## src/rtl/init_sequencer_if.sv

```systemverilog
// ----------------------------------------------------------------------------
// init_sequencer_if
//
// Purpose:
//   Groups the write port and the table lookup port of the initialisation
//   sequencer. The sequencer uses the master modport. The storage arrays and
//   the table ROM use the slave modport.
//
// Parameters:
//   CH_W    width of the channel select
//   ADDR_W  address width of the largest channel
//   DATA_W  write data width of the widest channel
//
// Signals:
//   wr_valid_o  master -> slave  write request valid
//   wr_ready_i  slave -> master  target accepts the write
//   wr_ch_o     master -> slave  channel being written
//   wr_addr_o   master -> slave  address within the channel
//   wr_data_o   master -> slave  write data
//   tbl_addr_o  master -> slave  table lookup address (equals wr_addr_o)
//   tbl_data_i  slave -> master  combinational table data for that address
// ----------------------------------------------------------------------------
interface init_sequencer_if #(
    parameter int CH_W   = 2,
    parameter int ADDR_W = 8,
    parameter int DATA_W = 40
);
    logic              wr_valid_o;
    logic              wr_ready_i;
    logic [CH_W-1:0]   wr_ch_o;
    logic [ADDR_W-1:0] wr_addr_o;
    logic [DATA_W-1:0] wr_data_o;
    logic [ADDR_W-1:0] tbl_addr_o;
    logic [DATA_W-1:0] tbl_data_i;

    // The sequencer drives the request side and samples ready and table data.
    modport master (
        output wr_valid_o,
        output wr_ch_o,
        output wr_addr_o,
        output wr_data_o,
        output tbl_addr_o,
        input  wr_ready_i,
        input  tbl_data_i
    );

    // The storage and table side sees the mirror image.
    modport slave (
        input  wr_valid_o,
        input  wr_ch_o,
        input  wr_addr_o,
        input  wr_data_o,
        input  tbl_addr_o,
        output wr_ready_i,
        output tbl_data_i
    );
endinterface

```

## src/rtl/init_sequencer.sv

```systemverilog
// ----------------------------------------------------------------------------
// init_sequencer
//
// Purpose:
//   Post-reset initialisation engine. It sweeps NUM_CH storage channels in
//   order, from channel 0 up to NUM_CH-1. For every address of every channel
//   it issues one write through a valid/ready port. The write data depends on
//   the channel mode:
//     0 = zero, 1 = address index, 2 = external table, 3 = FILL_VAL.
//   The block owns the arrays' write ports until done_o rises. A start_i pulse
//   in DONE runs a full re-initialisation without a reset.
//
// Configuration macro:
//   INIT_SEQ_AUTOSTART_EN
//     Defined:   the sweep starts on the first edge after reset release.
//     Undefined: the block waits in IDLE for start_i.
//
// Ports:
//   clk      in   rising-edge clock
//   rst_i    in   asynchronous active-high reset
//   start_i  in   single-cycle start / re-init request (ignored while running)
//   wr_if    master modport of init_sequencer_if (write port + table lookup)
//   busy_o   out  sweep in progress
//   done_o   out  all channels initialised
// ----------------------------------------------------------------------------
module init_sequencer #(
    parameter int                          NUM_CH   = 4,
    parameter int                          ADDR_W   = 8,
    parameter int                          DATA_W   = 40,
    parameter logic [NUM_CH*(ADDR_W+1)-1:0] CH_DEPTH = {9'd27, 9'd32, 9'd256, 9'd256},
    parameter logic [NUM_CH*2-1:0]          CH_MODE  = {2'd2, 2'd1, 2'd0, 2'd0},
    parameter logic [DATA_W-1:0]            FILL_VAL = '0
) (
    input  logic             clk,
    input  logic             rst_i,
    input  logic             start_i,
    init_sequencer_if.master wr_if,
    output logic             busy_o,
    output logic             done_o
);

    localparam int CH_W    = (NUM_CH > 1) ? $clog2(NUM_CH) : 1;
    localparam int DEPTH_W = ADDR_W + 1;

    localparam logic [1:0] MODE_ZERO  = 2'd0;
    localparam logic [1:0] MODE_INDEX = 2'd1;
    localparam logic [1:0] MODE_TABLE = 2'd2;

`ifdef INIT_SEQ_AUTOSTART_EN
    localparam logic AUTO_START = 1'b1;
`else
    localparam logic AUTO_START = 1'b0;
`endif

    // A bad channel count or channel depth is caught at elaboration time, so
    // a misconfigured instance never reaches synthesis.
    generate
        if (NUM_CH < 1 || NUM_CH > 8) begin : g_badNumCh
            $error("init_sequencer: NUM_CH must be in 1..8");
        end
        for (genvar g = 0; g < NUM_CH; g++) begin : g_depthCheck
            localparam int D = int'(CH_DEPTH[g*DEPTH_W +: DEPTH_W]);
            if (D < 1 || D > (1 << ADDR_W)) begin : g_badDepth
                $error("init_sequencer: CH_DEPTH entry out of range 1..2^ADDR_W");
            end
        end
    endgenerate

    typedef enum logic [1:0] {
        IDLE = 2'd0,
        RUN  = 2'd1,
        DONE = 2'd2
    } state_t;

    state_t              state_q;
    logic [CH_W-1:0]     ch_q;
    logic [ADDR_W-1:0]   addr_q;
    logic                autoPend_q;
    logic                wrValid_q;
    logic                busy_q;
    logic                done_q;

    logic [DEPTH_W-1:0]  depthCur;
    logic [1:0]          modeCur;
    logic [DEPTH_W-1:0]  lastAddr;
    logic                atLastAddr;
    logic                atLastCh;
    logic                writeFire;
    logic [ADDR_W-1:0]   addr_d;
    logic [CH_W-1:0]     ch_d;
    logic [DATA_W-1:0]   chData;

    // Look up the depth and the fill mode of the channel being swept. The
    // loop unrolls into a small mux over the packed parameter vectors.
    // Channel 0 sits at the LSB end of both vectors.
    always_comb begin
        depthCur = CH_DEPTH[DEPTH_W-1:0];
        modeCur  = CH_MODE[1:0];
        for (int i = 0; i < NUM_CH; i++) begin
            if (ch_q == CH_W'(i)) begin
                depthCur = CH_DEPTH[i*DEPTH_W +: DEPTH_W];
                modeCur  = CH_MODE[i*2 +: 2];
            end
        end
    end

    // The end-of-channel test runs one bit wider than the address. This way
    // a channel of depth 2^ADDR_W ends cleanly at the all-ones address, and
    // the counter never wraps through zero before the channel switch.
    assign lastAddr   = depthCur - DEPTH_W'(1);
    assign atLastAddr = ({1'b0, addr_q} == lastAddr);
    assign atLastCh   = (ch_q == CH_W'(NUM_CH - 1));
    assign writeFire  = wrValid_q & wr_if.wr_ready_i;
    assign addr_d     = addr_q + ADDR_W'(1);
    assign ch_d       = ch_q + CH_W'(1);

    // Build the write data from the current channel mode. Table mode passes
    // the combinational table data straight through. The table is addressed
    // with the same register as the write port, so the pair stays consistent
    // while a write is stalled.
    always_comb begin
        chData = '0;
        case (modeCur)
            MODE_ZERO:  chData = '0;
            MODE_INDEX: chData = DATA_W'(addr_q);
            MODE_TABLE: chData = wr_if.tbl_data_i;
            default:    chData = FILL_VAL;
        endcase
    end

    // Sequencer FSM.
    // IDLE waits for a start request or a pending auto-start. RUN steps
    // through addresses and channels on each accepted write. DONE parks with
    // done_o high until a new start_i request arrives.
    // valid, busy and done are registered state, so the write port is glitch
    // free. Reset clears everything asynchronously, which discards any
    // partial sweep.
    always_ff @(posedge clk or posedge rst_i) begin
        if (rst_i) begin
            state_q    <= IDLE;
            ch_q       <= '0;
            addr_q     <= '0;
            autoPend_q <= AUTO_START;
            wrValid_q  <= 1'b0;
            busy_q     <= 1'b0;
            done_q     <= 1'b0;
        end else begin
            case (state_q)
                IDLE: begin
                    if (start_i || autoPend_q) begin
                        state_q    <= RUN;
                        autoPend_q <= 1'b0;
                        ch_q       <= '0;
                        addr_q     <= '0;
                        wrValid_q  <= 1'b1;
                        busy_q     <= 1'b1;
                        done_q     <= 1'b0;
                    end
                end
                RUN: begin
                    if (writeFire) begin
                        if (atLastAddr) begin
                            if (atLastCh) begin
                                state_q   <= DONE;
                                wrValid_q <= 1'b0;
                                busy_q    <= 1'b0;
                                done_q    <= 1'b1;
                            end else begin
                                ch_q   <= ch_d;
                                addr_q <= '0;
                            end
                        end else begin
                            addr_q <= addr_d;
                        end
                    end
                end
                DONE: begin
                    if (start_i) begin
                        state_q   <= RUN;
                        ch_q      <= '0;
                        addr_q    <= '0;
                        wrValid_q <= 1'b1;
                        busy_q    <= 1'b1;
                        done_q    <= 1'b0;
                    end
                end
                default: begin
                    state_q   <= IDLE;
                    wrValid_q <= 1'b0;
                    busy_q    <= 1'b0;
                    done_q    <= 1'b0;
                end
            endcase
        end
    end

    // The channel and address registers drive the port directly in every
    // state. The data is forced to zero whenever no write is offered, so
    // reset, IDLE and DONE all present a quiet bus.
    assign wr_if.wr_valid_o = wrValid_q;
    assign wr_if.wr_ch_o    = ch_q;
    assign wr_if.wr_addr_o  = addr_q;
    assign wr_if.tbl_addr_o = addr_q;
    assign wr_if.wr_data_o  = wrValid_q ? chData : '0;
    assign busy_o           = busy_q;
    assign done_o           = done_q;

endmodule

```

## src/flat_wrapper.sv

```systemverilog
// flat-port wrapper written by rule: the top's interface ports become plain ports
module init_sequencer_flat 
#(
    parameter int                          NUM_CH   = 4,
    parameter int                          ADDR_W   = 8,
    parameter int                          DATA_W   = 40,
    parameter logic [NUM_CH*(ADDR_W+1)-1:0] CH_DEPTH = {9'd27, 9'd32, 9'd256, 9'd256},
    parameter logic [NUM_CH*2-1:0]          CH_MODE  = {2'd2, 2'd1, 2'd0, 2'd0},
    parameter logic [DATA_W-1:0]            FILL_VAL = '0
)
  (clk, rst_i, start_i, busy_o, done_o, wr_if_wr_valid_o, wr_if_wr_ch_o, wr_if_wr_addr_o, wr_if_wr_data_o, wr_if_tbl_addr_o, wr_if_wr_ready_i, wr_if_tbl_data_i);
  init_sequencer_if #(.CH_W((2)), .ADDR_W(ADDR_W), .DATA_W(DATA_W)) wr_if_i ();
  input  logic clk;
  input  logic rst_i;
  input  logic start_i;
  output logic busy_o;
  output logic done_o;
  output wire logic [$bits(wr_if_i.wr_valid_o)-1:0] wr_if_wr_valid_o;
  output wire logic [$bits(wr_if_i.wr_ch_o)-1:0] wr_if_wr_ch_o;
  output wire logic [$bits(wr_if_i.wr_addr_o)-1:0] wr_if_wr_addr_o;
  output wire logic [$bits(wr_if_i.wr_data_o)-1:0] wr_if_wr_data_o;
  output wire logic [$bits(wr_if_i.tbl_addr_o)-1:0] wr_if_tbl_addr_o;
  input wire logic [$bits(wr_if_i.wr_ready_i)-1:0] wr_if_wr_ready_i;
  input wire logic [$bits(wr_if_i.tbl_data_i)-1:0] wr_if_tbl_data_i;
  assign wr_if_wr_valid_o = wr_if_i.wr_valid_o;
  assign wr_if_wr_ch_o = wr_if_i.wr_ch_o;
  assign wr_if_wr_addr_o = wr_if_i.wr_addr_o;
  assign wr_if_wr_data_o = wr_if_i.wr_data_o;
  assign wr_if_tbl_addr_o = wr_if_i.tbl_addr_o;
  assign wr_if_i.wr_ready_i = wr_if_wr_ready_i;
  assign wr_if_i.tbl_data_i = wr_if_tbl_data_i;
  init_sequencer #(.NUM_CH(NUM_CH), .ADDR_W(ADDR_W), .DATA_W(DATA_W), .CH_DEPTH(CH_DEPTH), .CH_MODE(CH_MODE), .FILL_VAL(FILL_VAL)) u_core (.clk(clk), .rst_i(rst_i), .start_i(start_i), .wr_if(wr_if_i), .busy_o(busy_o), .done_o(done_o));
endmodule
```

## config.mk

```make
export PLATFORM = sky130hd
export DESIGN_NAME = init_sequencer_flat
export DESIGN_NICKNAME = d
export VERILOG_FILES = /design/src/rtl/init_sequencer_if.sv /design/src/rtl/init_sequencer.sv /design/src/flat_wrapper.sv
export SDC_FILE = /design/constraint.sdc
export NUM_CORES = 1
export LEC_CHECK = 0
export CAP_MARGIN = 0
export CORE_MARGIN = 2
export CORE_UTILIZATION = 33
export DETAILED_ROUTE_END_ITERATION = 16
export PLACE_DENSITY = 0.89
export RECOVER_POWER = 25
export SYNTH_ARGS = -nofsm -noshare
export SYNTH_HDL_FRONTEND = slang
export SYNTH_SLANG_ARGS = --single-unit
```

## constraint.sdc

```tcl
create_clock -name clk -period 2.6 [get_ports clk]
set_input_delay 0.52 -clock clk [delete_from_list [all_inputs] [get_ports clk]]
set_output_delay 0.52 -clock clk [all_outputs]
set_load 0.01 [all_outputs]
```

==> qor.csv <==
stage,metric,value,unit
synthesis,synth_edf_count,0,
clocking,htree_num_levels,1,
floorplanning,pin_count,105,
clocking,cts_tree,done,
worst_hold_path,hp-start,u_core.state_q[1],
critical_path,crit_required,2.08,ns
layout,n_antenna_cell,0,
critical_path,path_delay_family,buffers and inverters,
sta,rsz0062_at_grt,false,
synthesis,synthesis.area,1320,µm²
floorplanning,start_util,0.352,
sta,slew-limit-headroom,0.554,
power,power,1.03,mW
grt,antenna_found_initial,0,
clocking,worstSkewPairLatency,0.25,ns
sta,min_period,2.48,ns
route,ant_nets,0,
synthesis,syn_nets,209,
critical_path,slowest_stage,clkdlybuf4s50_1,
critical_path,critPathLaunchType,flop,
run,drv_cap,0,
floorplanning,die_area,4520,µm²
layout,final_area,2410,µm²
sta,setup_viol,0,
route,drtPass1Iterations,4,
grt,grt_pass1_vias,1423,
route,vias,1543,
floorplanning,row_count,22,
layout,drive_gt1_frac,0.105,
critical_path,cp-end-kind,primary output,
critical_path,r2r-start,u_core.wr_if.wr_ch_o[0],
sta,setup-tns-final,0,ns
route,drtIter0Drc,88,
sta,finalCritPeriodShare,0.955,
route,routedWlPerCell,15.4,µm
synthesis,yosysWarnings,0,
power,p_sw,0.377,mW
grt,grt_max_degree,40,
layout,layout.nets,305,
power,ir_drop,270,µV
route,drc,0,
critical_path,path_max_fanout,32,
sta,tightest_slew,0.662,ns
clocking,cts_root_buffer,clkbuf_8,
power,pwr-share-seq,0.309,
sta,drv_slew,0,
power,p_leak,1.08,nW
critical_path,crit_arrival,1.96,ns
sta,finalHoldViolCount,0,
route,routed_via_density,5.08,
clocking,cts_hold_buf,0,
sta,layout_setup_ws,0.116,ns
sta,fmax,403,MHz
synthesis,ys_seq_elements,13,
grt,grt_pass1_wl,7280,µm
clocking,post_cts_buffers,0,
synthesis,syn-instance-count,161,
critical_path,crit_type,flop to primary output,
synthesis,synth_ff_type,dfrtp_1,
place,portBuffers,104,
power,p_comb_frac,0.511,
clocking,cts_buffer_depth,2,
synthesis,synth.area.top_cells,"dfrtp_1, and3_1, buf_4",
floorplanning,fp.dieW,67.2,µm
synthesis,synth.avg_cell_area,8.19,µm²
grt,track_usage,0.212,
sta,finalClockSkew,0.00415,ns
layout,area_growth,83.0,%
clocking,numClockSinks,13,
synthesis,synth.yosys.seq_area_share,0.247,
power,powerDensity,428,nW/µm²
route,wirelength,4690,µm
grt,grt_overflow,0,
floorplanning,core_area,3740,µm²
place,place_ws,0.150,ns
power,p_sw_frac,0.365,
synthesis,synthDominantCellAreaShare,0.247,
critical_path,cp_slowest_stage_delay,0.56,ns
power,clock_power_share,0.181,
worst_hold_path,hp-class,flop to flop,
critical_path,crit_buf_inv,2,
critical_path,cp-startpoint,u_core.wr_if.wr_ch_o[1],
place,place.gp.congestion,0.843,
status,outcome,"complete, no violations",
power,p_int,0.656,mW
synthesis,synth.distinct_cells,44,
floorplanning,die_h,67.2,µm
synthesis,yosysTopAreaCell,dfrtp_1,
clocking,clk_pin_slew_worst_paths,0.06,ns
critical_path,crit_chain,ha_1 > buf_6 > and3_1 > clkdlybuf4s50_1,
clocking,numCtsBuffers,3,
place,place_hpwl,3600,µm
place,placed_cell_area,2350,µm²
synthesis,synth-async-reset-ratio,1.00,
[logic make-up after synthesis]
logic type | share of synthesized area
and+or+nand+nor | 0.361
AOI/OAI and AO/OA | 0.212
buffers and inverters | 0.128
DFF | 0.247
adders and majority gates | 0.0380
xor gates and xnor gates | 0.00664
muxes | 0.00854
[power by group through the flow]
stage	Clock (mW)	Sequential (mW)	Combinational (mW)
2_1_floorplan	0	0.330	0.281
3_3_place_gp	0	0.321	0.531
3_5_place_dp	0	0.322	0.539
4_1_cts	0.190	0.319	0.543
5_1_grt	0.201	0.330	0.573
6_report	0.187	0.319	0.528
[Yosys cell counts, types with 2 or more instances]
library cell  instances
a221o_1               3
nor2_1                6
clkbuf_1              8
nand2_1              10
buf_6                 2
a22o_2                3
a22oi_1               8
and3_1               32
nor3_1                3
o211ai_1              2
nor4_1                2
a21oi_1               3
o21ai_0               5
ha_1                  4
inv_1                 6
buf_4                11
dfrtp_1              13
nand3_1               5
nor2b_1              10
[routing by layer]
metal  GRT usage  wire length (µm)  up-vias
li1            -                 -      775
met1       0.271              1970      699
met2       0.366              2300       64
met3      0.0317               366        5
met4      0.0689                51        0
met5           0                 0        -
[area by class of cell]
type,instances,area [µm²]
clock buffers,4,45.0
fillers,324,1330
inverters,6,22.5
multi-input cells,120,830
flip-flops and latches,13,327
well taps,48,60.1
repair buffers,113,1130
[placed cells by master, fill, tap and decap left out, drive strengths merged, types with 3 or more instances in the layout]
master	Yosys	routed
clkdlybuf4s50	1	93
a21oi	3	3
a221o	3	3
a22oi	8	8
o21ai	5	5
nor2b	10	10
ha	4	4
dlygate4sd3	0	9
nor3	3	3
inv	6	6
nand3	5	5
dfrtp	13	13
clkbuf	8	4
nand2	10	10
buf	13	9
nor2	6	6
and3	33	33
a22o	4	4
[what timing repair did]
action | 4_1_cts | 5_1_grt
endpoints found under the setup margin | 1 | 36
gates cloned | 0 | 0
gates resized for setup | 1 | 5
[flip-flops by register name, summed over array words and instances (netlist names)]
signal / cells
u_core.wr_if.wr_ch_o: 2
u_core.state_q: 2
u_core.wr_if.wr_valid_o: 1
u_core.wr_if.tbl_addr_o: 8
[worst register-to-register path, delay by kind of cell (launching register included)]
kind            cells  cell delay (ns)
flops               1             0.44
fa+ha+maj           1             0.28
simple gates        3             1.11
compound gates      2             0.47
[final timing paths]
| path | to | slack, ns | cells after the start |
|---|---|---|---|
| hold reg to reg | u_core.state_q[1] | 0.59 | 2 |
| max in group asynchronous | u_core.wr_if.wr_ch_o[0] | 1.49 | 2 |
| setup reg to reg | u_core.wr_if.tbl_addr_o[5] | 0.18 | 6 |
| min in group asynchronous | u_core.wr_if.wr_ch_o[1] | 0.74 | 2 |
| setup / recovery | wr_if_wr_data_o[10] | 0.12 | 4 |
| hold / removal | u_core.state_q[1] | 0.59 | 2 |
[stage by stage]
step / utilization / cells / hold WS [ns]
floorplan: - / 161 / 0.397
global placement: 0.629 / 300 / 0.579
detailed placement: 0.629 / 300 / 0.588
CTS: 0.641 / 304 / 0.597
global route: 0.645 / 304 / 0.622
finish: 0.645 / 304 / 0.590
(Power assumes the default switching activity.)
